### src/rtl/clk_mon_pkg.sv
`default_nettype none
// ============================================================
// Package  : clk_mon_pkg
// Brief    : Shared types and defaults for divided-clock checkers.
// Revision : 1.0
// ============================================================
package clk_mon_pkg;

  localparam int CLK_MON_CNT_W    = 8;
  localparam int CLK_MON_LOCK_CNT = 4;

  typedef enum logic [1:0] {
    ST_WAIT_RISE = 2'd0,
    ST_HIGH      = 2'd1,
    ST_LOW       = 2'd2
  } clk_mon_state_t;

endpackage
`default_nettype wire

### src/rtl/edge_detect.sv
`default_nettype none
// ============================================================
// Module   : edge_detect
// Brief    : Previous-sample register with rise/fall strobes and pulses.
// Revision : 1.0
// ============================================================
module edge_detect (
  input  logic clk,
  input  logic resetn,
  input  logic din,
  output logic rise_now,
  output logic fall_now,
  output logic rise,
  output logic fall
);

  logic r_prev;

  assign rise_now = din & ~r_prev;
  assign fall_now = ~din & r_prev;

  // prev tracks the input even in reset so a clean 0->1 at release is a rise
  always_ff @(posedge clk) begin
    if (!resetn) begin
      r_prev <= din;
      rise   <= 1'b0;
      fall   <= 1'b0;
    end else begin
      r_prev <= din;
      rise   <= rise_now;
      fall   <= fall_now;
    end
  end

endmodule
`default_nettype wire

### src/rtl/clk_div_monitor.sv
`default_nettype none
// ============================================================
// Module   : clk_div_monitor
// Brief    : Measures high/low phases of a divided clock against an even ratio.
// Revision : 1.0
// ============================================================
module clk_div_monitor
  import clk_mon_pkg::*;
#(
  parameter int CNT_W    = CLK_MON_CNT_W,
  parameter int LOCK_CNT = CLK_MON_LOCK_CNT
) (
  input  logic             clk,
  input  logic             resetn,
  input  logic             div_in,
  input  logic [CNT_W-1:0] ratio,
  input  logic             clr,
  output logic             rise,
  output logic             fall,
  output logic [CNT_W-1:0] period,
  output logic             period_vld,
  output logic             locked,
  output logic             err
);

  localparam int                  c_GOOD_W   = $clog2(LOCK_CNT + 1);
  localparam logic [c_GOOD_W-1:0] c_GOOD_MAX = c_GOOD_W'(LOCK_CNT);
  localparam logic [c_GOOD_W-1:0] c_GOOD_ONE = c_GOOD_W'(1);
  localparam logic [CNT_W-1:0]    c_CNT_ONE  = CNT_W'(1);
  localparam logic [CNT_W-1:0]    c_RATIO_MIN = CNT_W'(2);

  clk_mon_state_t      r_state;
  logic [CNT_W-1:0]    r_hi_cnt;
  logic [CNT_W-1:0]    r_lo_cnt;
  logic [CNT_W-1:0]    r_ratio_q;
  logic [c_GOOD_W-1:0] r_good_cnt;

  logic                w_rise;
  logic                w_fall;
  logic                w_ratio_bad;
  logic                w_phases_match;
  logic [CNT_W-1:0]    w_half;
  logic [c_GOOD_W-1:0] w_good_base;
  logic [c_GOOD_W-1:0] w_good_next;

  edge_detect u_edge (
    .clk      (clk),
    .resetn   (resetn),
    .din      (div_in),
    .rise_now (w_rise),
    .fall_now (w_fall),
    .rise     (rise),
    .fall     (fall)
  );

  assign w_half         = r_ratio_q >> 1;
  assign w_ratio_bad    = ratio[0] | (ratio < c_RATIO_MIN);
  assign w_phases_match = (r_hi_cnt == w_half) && (r_lo_cnt == w_half);

  // A clear in the same cycle as a good period restarts the count from that period
  assign w_good_base = clr ? '0 : r_good_cnt;
  assign w_good_next = (w_good_base == c_GOOD_MAX) ? c_GOOD_MAX : (w_good_base + c_GOOD_ONE);

  always_ff @(posedge clk) begin
    if (!resetn) begin
      r_state    <= ST_WAIT_RISE;
      r_hi_cnt   <= '0;
      r_lo_cnt   <= '0;
      r_ratio_q  <= '0;
      r_good_cnt <= '0;
      period     <= '0;
      period_vld <= 1'b0;
      locked     <= 1'b0;
      err        <= 1'b0;
    end else begin
      period_vld <= 1'b0;

      // Error events below are assigned later and therefore win over clr
      if (clr) begin
        err        <= 1'b0;
        locked     <= 1'b0;
        r_good_cnt <= '0;
      end

      case (r_state)
        ST_WAIT_RISE: begin
          if (w_rise) begin
            r_ratio_q <= ratio;
            r_hi_cnt  <= c_CNT_ONE;
            if (w_ratio_bad) begin
              err        <= 1'b1;
              locked     <= 1'b0;
              r_good_cnt <= '0;
            end else begin
              r_state <= ST_HIGH;
            end
          end
        end

        ST_HIGH: begin
          if (w_fall) begin
            r_lo_cnt <= c_CNT_ONE;
            r_state  <= ST_LOW;
          end else if (r_hi_cnt >= w_half) begin
            err        <= 1'b1;
            locked     <= 1'b0;
            r_good_cnt <= '0;
            r_state    <= ST_WAIT_RISE;
          end else begin
            r_hi_cnt <= r_hi_cnt + c_CNT_ONE;
          end
        end

        ST_LOW: begin
          if (w_rise) begin
            period     <= r_hi_cnt + r_lo_cnt;
            period_vld <= 1'b1;
            r_ratio_q  <= ratio;
            r_hi_cnt   <= c_CNT_ONE;
            if (w_ratio_bad) begin
              err        <= 1'b1;
              locked     <= 1'b0;
              r_good_cnt <= '0;
              r_state    <= ST_WAIT_RISE;
            end else if (w_phases_match) begin
              r_good_cnt <= w_good_next;
              locked     <= (w_good_next == c_GOOD_MAX);
              r_state    <= ST_HIGH;
            end else begin
              err        <= 1'b1;
              locked     <= 1'b0;
              r_good_cnt <= '0;
              r_state    <= ST_HIGH;
            end
          end else if (r_lo_cnt >= w_half) begin
            err        <= 1'b1;
            locked     <= 1'b0;
            r_good_cnt <= '0;
            r_state    <= ST_WAIT_RISE;
          end else begin
            r_lo_cnt <= r_lo_cnt + c_CNT_ONE;
          end
        end

        default: r_state <= ST_WAIT_RISE;
      endcase
    end
  end

endmodule
`default_nettype wire

### config.mk
export PLATFORM = sky130hd
export DESIGN_NAME = clk_div_monitor
export DESIGN_NICKNAME = d
export VERILOG_FILES = /design/src/rtl/clk_mon_pkg.sv /design/src/rtl/edge_detect.sv /design/src/rtl/clk_div_monitor.sv
export SDC_FILE = /design/constraint.sdc
export NUM_CORES = 1
export LEC_CHECK = 0
export ABC_AREA = 1
export ABC_CLOCK_PERIOD_IN_PS = 2000
export CAP_MARGIN = 25
export CORE_AREA = 2 2 73 75
export DETAILED_ROUTE_END_ITERATION = 7
export DIE_AREA = 0 0 75 77
export GPL_ROUTABILITY_DRIVEN = 0
export GPL_TIMING_DRIVEN = 0
export PLACE_DENSITY = 0.78
export SYNTH_ARGS = -nofsm -noshare
export SYNTH_HDL_FRONTEND = slang
export SYNTH_HIERARCHICAL = 1
export SYNTH_SLANG_ARGS = --single-unit
### constraint.sdc
create_clock -name clk -period 2 [get_ports clk]
set_input_delay 0.2 -clock clk [delete_from_list [all_inputs] [get_ports clk]]
set_output_delay 0.2 -clock clk [all_outputs]
set_load 0.1 [all_outputs]
* Word level (Yosys, flattened, before mapping) *
Cells that the tools add are included.
Widths: inputs -> output; s select.

operators by class
  eq/ne operators = 16
  add/subtract/negate cells = 4
  magnitude comparators = 3
  mux-type cells = 48
  bitwise gates (word level) = 5
  reduce and logical (&&, ||, !) cells = 11

operators by type and width
  kind                 number
  $mux 8               6
  $pmux 8 s2           2
  $mux 3               10
  $mux 1               20
  $add 8x1->8 const B  2
  $eq 8x7->1           2
  $ge 8x7->1           2
  $mux 2               6
  $reduce_and 4->1     3
  $ne 2x2->1 const B   5
  $pmux 3 s3           1
  $add 8x8->8          1
  $lt 8x2->1 const B   1
  $eq 3x3->1 const B   2
  $ne 2x1->1 const B   3
  $ne 3x2->1 const B   2
  $pmux 1 s3           2
  $pmux 2 s3           1
  $reduce_and 2->1     3
  $reduce_bool 2->1    2
  $add 3x1->3 const B  1
  $and 1x1->1          2
  $eq 2x1->1 const B   1
  $eq 2x2->1 const B   1
  5 further kinds      6

storage, ports and cells
  input bits = 12
  flip-flop bits (word level) = 43
  word-level logic and storage cells = 99
  output and inout port bits = 13

* Longest topological paths before layout *
  depth after elaboration = 8
  gate-level depth with buffers = 14
  depth with buffers taken out = 14

* Cells and area by module *
Netlist, hierarchy kept.

by module, submodules not included
  module           area an instance (um^2)  instances  seq. area each (um^2)  cells an instance
  clk_div_monitor  2,560.0                  1          780.7                  363
  edge_detect      93.8                     1          60.1                   12

* Least setup slack after synthesis *
Ideal clock, no wire load.

  path type = flip-flop to flip-flop
  start point = register r_hi_cnt[0]
  end point = register period[6]
  period minus slack after synthesis = 1.755 ns
  setup slack = 0.245 ns
  data required time = 1.886 ns
  path buffers = 0
  setup time = 0.114 ns
  stages on the path, launching flop included = 12
  data arrival time = 1.641 ns
  cell sequence = dfxtp_1 > ha_1 > inv_1 > fa_1 > o21ai_0 > nand2_1 > nand2_1 > a21oi_1 > nand2_1 > nand2_1 > o21bai_1 > inv_1

between the ends
  word-level cells in the longest chain between the ends = 1

RTL lines
  item                    line                    source
  start, declared         clk_div_monitor.sv:33   logic [CNT_W-1:0] r_hi_cnt;
  start signal, assigned  clk_div_monitor.sv:89   r_hi_cnt <= c_CNT_ONE;
  start signal, assigned  clk_div_monitor.sv:110  r_hi_cnt <= r_hi_cnt + c_CNT_ONE;
  start signal, assigned  clk_div_monitor.sv:119  r_hi_cnt <= c_CNT_ONE;
  $add 8x8->8             clk_div_monitor.sv:116  period <= r_hi_cnt + r_lo_cnt;
  end signal, assigned    clk_div_monitor.sv:116
  end, declared           clk_div_monitor.sv:20   output logic [CNT_W-1:0] period,

No other way between the ends.
A chain may end at the register's enable or synchronous reset.

* Worst setup path after layout *
  start point = register period[1]
  end point = output port period[1]

No word-level cell between the ends.

==> impl_metrics.json <==
{
  "peakVddDrop_mv": 0.368,
  "numPortBuffers": 24,
  "synth_edf_count": 0,
  "synth_adder_area_share": 0.125,
  "grt_pass1_wl_mm": 10.4,
  "drt_iter0_markers": 183,
  "fin_hold_ws_ns": 0.414,
  "mostFrequentLayoutCells": "sky130_fd_sc_hd__nand2_1, sky130_fd_sc_hd__inv_1, sky130_fd_sc_hd__a21oi_1",
  "path_clk_slew_ns": 0.08,
  "detail_route.first_pass.iterations": 4,
  "placedInstanceArea_mm2": 0.00298,
  "power_density_mw_per_mm2": 551,
  "postCtsSetupRepairBufs": 0,
  "yosys.area_share.xor_xnor": 0.0396,
  "vias_in_the_first_global_route": 2308,
  "die-height_um": 77,
  "async_reset_ff_frac": 0,
  "ys_seq_area_frac": 0.317,
  "final_ant_viol_nets": 0,
  "setup_repair_after_global_routing_missed_its_margin": "false",
  "critPathArrivalTime_ns": 1.76,
  "synth_mux_area_frac": 0,
  "most_frequent_standard_cell_in_the_layout_excluding_fill_and_tap_cells": "sky130_fd_sc_hd__nand2_1",
  "maximum_number_of_pins_on_one_net_before_global_route_repair": 13,
  "max_slew.worst_pin.slew_ns": 0.971,
  "dominantRegCellSynth": "sky130_fd_sc_hd__dfxtp_1",
  "period_needed_ns": 1.96,
  "highest_clock_rate_mhz": 511,
  "p_total_uw": 1710,
  "crit_path_kind": "reg2out",
  "combinational_family_with_the_most_area_after_synthesis": "simple AND/OR/NAND/NOR gates",
  "cp.buffers_inverters": 1,
  "totalWireLength_mm": 6.10,
  "outcome": "finished, final reports clean",
  "fin_nets": 444,
  "layout-area-overhead-vs-synth_pct": 17.3,
  "worst_ep_required_time_ns": 1.80,
  "total_of_flip_flops_plus_latches_after_synthesis": 42,
  "end_kind": "output port",
  "crit_path_top_delay_cell": "sky130_fd_sc_hd__clkdlybuf4s50_1",
  "root_buffer": "sky130_fd_sc_hd__clkbuf_8",
  "cts_num_sinks": 42,
  "worst_hold_path_type": "in2reg",
  "gr-usage-all-layers": 0.233,
  "worstSkewPairLatency_ns": 0.29,
  "rows": 26,
  "synth.net_count": 413,
  "relSlewSlack": 0.351,
  "critPathTopFamily": "buffers and inverters",
  "design.portCount": 25,
  "crit_path_start_kind": "flip-flop",
  "die_w_um": 75,
  "post_drt_wl_per_cell_um": 12.8,
  "design.die.area_mm2": 0.00578,
  "detail_route.drc_violations": 0,
  "synthSimpleGateAreaFrac": 0.290,
  "cts.hold.buffers_added": 0,
  "starting_density_of_the_core": 0.533,
  "clockBufferDepth": 2,
  "report.final.hold_viol_count": 0,
  "post_synth_num_cell_types": 30,
  "timing.critical_path.cells": "clkdlybuf4s50_1",
  "fin_area_mm2": 0.00311,
  "num_antenna_cells": 0,
  "fin_setup_tns_ns": 0,
  "max_cap_violations": 0,
  "detailedPlacementHpwl_mm": 4.71,
  "final_setup_skew_ns": 0.00859,
  "coreArea_mm2": 0.00498,
  "drive_above_1_share": 0.106,
  "fraction_of_the_mapped_netlist_area_in_compound_gates": 0.136,
  "post_drt_via_cell_ratio": 5.29,
  "cellLeakagePower_uw": 0.00147,
  "clock_tree_from_tritoncts": "done",
  "timing.critical_path.slowest_cell_delay_ns": 1.13,
  "crit_fanout": 2,
  "synth.cell_area_mm2": 0.00265,
  "period_share": 0.979,
  "regToRegSetupSlack_ns": 0.11,
  "timing.final.setup_violations": 0,
  "grt_overflow_total": 0,
  "final_core_util": 0.625,
  "synth-warning-count": 6,
  "htree_levels": 2,
  "slew_viol_final": 0,
  "cts-buffers-inserted": 5,
  "grt_antenna_before_repair": 0,
  "avgSynthCellArea_um2": 7.08,
  "syn-instance-count": 375,
  "via_count": 2524
}
## worst register-to-register path, cell delays in order (launching register included)
cell and delay [ns]:
sky130_fd_sc_hd__dfxtp_1 0.49, sky130_fd_sc_hd__ha_1 0.30, sky130_fd_sc_hd__nand2_1 0.09, sky130_fd_sc_hd__nor2_1 0.06, sky130_fd_sc_hd__nand2_2 0.09, sky130_fd_sc_hd__nand2_2 0.07, sky130_fd_sc_hd__nor2_4 0.11, sky130_fd_sc_hd__nand3_4 0.14
sky130_fd_sc_hd__nand2_2 0.11, sky130_fd_sc_hd__buf_6 0.14, sky130_fd_sc_hd__nand3_1 0.07, sky130_fd_sc_hd__nand2_1 0.07, sky130_fd_sc_hd__nor2_1 0.04
## cells by family (layout without fill, tap and decap cells)
| kind of cell | count (synthesis) | count (layout) |
|---|---|---|
| AO/OA/AOI/OAI | 69 | 69 |
| XOR/XNOR | 12 | 12 |
| adder cells (fa/ha/maj) | 26 | 26 |
| buffers and inverters | 61 | 93 |
| flip-flops | 42 | 42 |
| AND/OR/NAND/NOR | 165 | 165 |
## final cells by class
type	instances	area, um2
multi-input cells	272	1590
flip-flops and latches	42	847
fillers	440	1860
clock inverters	1	5.00
clock buffers	7	86.3
repair buffers	24	255
plain buffers	7	41.3
well taps	70	87.6
inverters	54	203
## path summary, 6_finish.rpt
check	start	to	depth (start not counted)
setup / recovery	period[1]$_SDFFE_PN0P_	period[1]	1
setup reg to reg	r_lo_cnt[3]$_SDFFE_PN0P_	r_lo_cnt[3]$_SDFFE_PN0P_	12
hold reg to reg	u_edge/r_prev$_DFF_P_	u_edge/fall$_SDFF_PN0_	2
hold / removal	div_in	u_edge/r_prev$_DFF_P_	1
## registers in the layout, indices dropped and copies added (netlist names)
register / flops
u_edge/fall: 1
r_lo_cnt: 8
u_edge/rise: 1
period: 8
u_edge/r_prev: 1
r_ratio_q: 7
r_hi_cnt: 8
locked: 1
period_vld: 1
r_state: 2
r_good_cnt: 3
err: 1
## Yosys cell counts (4+ instances only)
cell type | n | area (um2)
sky130_fd_sc_hd__dfxtp_1 | 42 | 841
sky130_fd_sc_hd__nor2_2 | 5 | 31.3
sky130_fd_sc_hd__ha_1 | 25 | 313
sky130_fd_sc_hd__nor2_1 | 33 | 124
sky130_fd_sc_hd__o21bai_1 | 4 | 30.0
sky130_fd_sc_hd__nor3_1 | 7 | 35.0
sky130_fd_sc_hd__inv_2 | 5 | 18.8
sky130_fd_sc_hd__nand4_1 | 10 | 62.6
sky130_fd_sc_hd__nand2_2 | 7 | 43.8
sky130_fd_sc_hd__nand3_1 | 25 | 125
sky130_fd_sc_hd__o21ai_0 | 18 | 90.1
sky130_fd_sc_hd__xor2_1 | 9 | 78.8
sky130_fd_sc_hd__inv_1 | 48 | 180
sky130_fd_sc_hd__a21oi_1 | 43 | 215
sky130_fd_sc_hd__nand2_1 | 70 | 263
sky130_fd_sc_hd__nor2_4 | 4 | 45.0
## through the flow
step	cells	worst slack (ns)
2_1_floorplan	375	0.245
3_3_place_gp	469	-0.141
3_5_place_dp	469	-0.0982
4_1_cts	477	0.00911
5_1_grt	477	0.00352
6_report	477	0.0423
## routing by layer
| metal | track usage | wire length [um] |
|---|---|---|
| met1 | 0.312 | 2650 |
| met2 | 0.365 | 2980 |
| met3 | 0.0486 | 361 |
| met4 | 0.0804 | 110 |
| met5 | 0 | 0 |
## timing repair
item	in CTS	in global routing
endpoints found under the hold margin	0	0
resized for setup	0	17
endpoints found under the setup margin	0	22
## report_power, final
| part | switching, uW | total, uW | internal, uW |
|---|---|---|---|
| Combinational | 188 | 283 | 95.8 |
| Clock | 281 | 559 | 279 |
| Sequential | 14.8 | 872 | 857 |
| Total | 483 | 1710 | 1230 |
(Power assumes the default switching activity.)
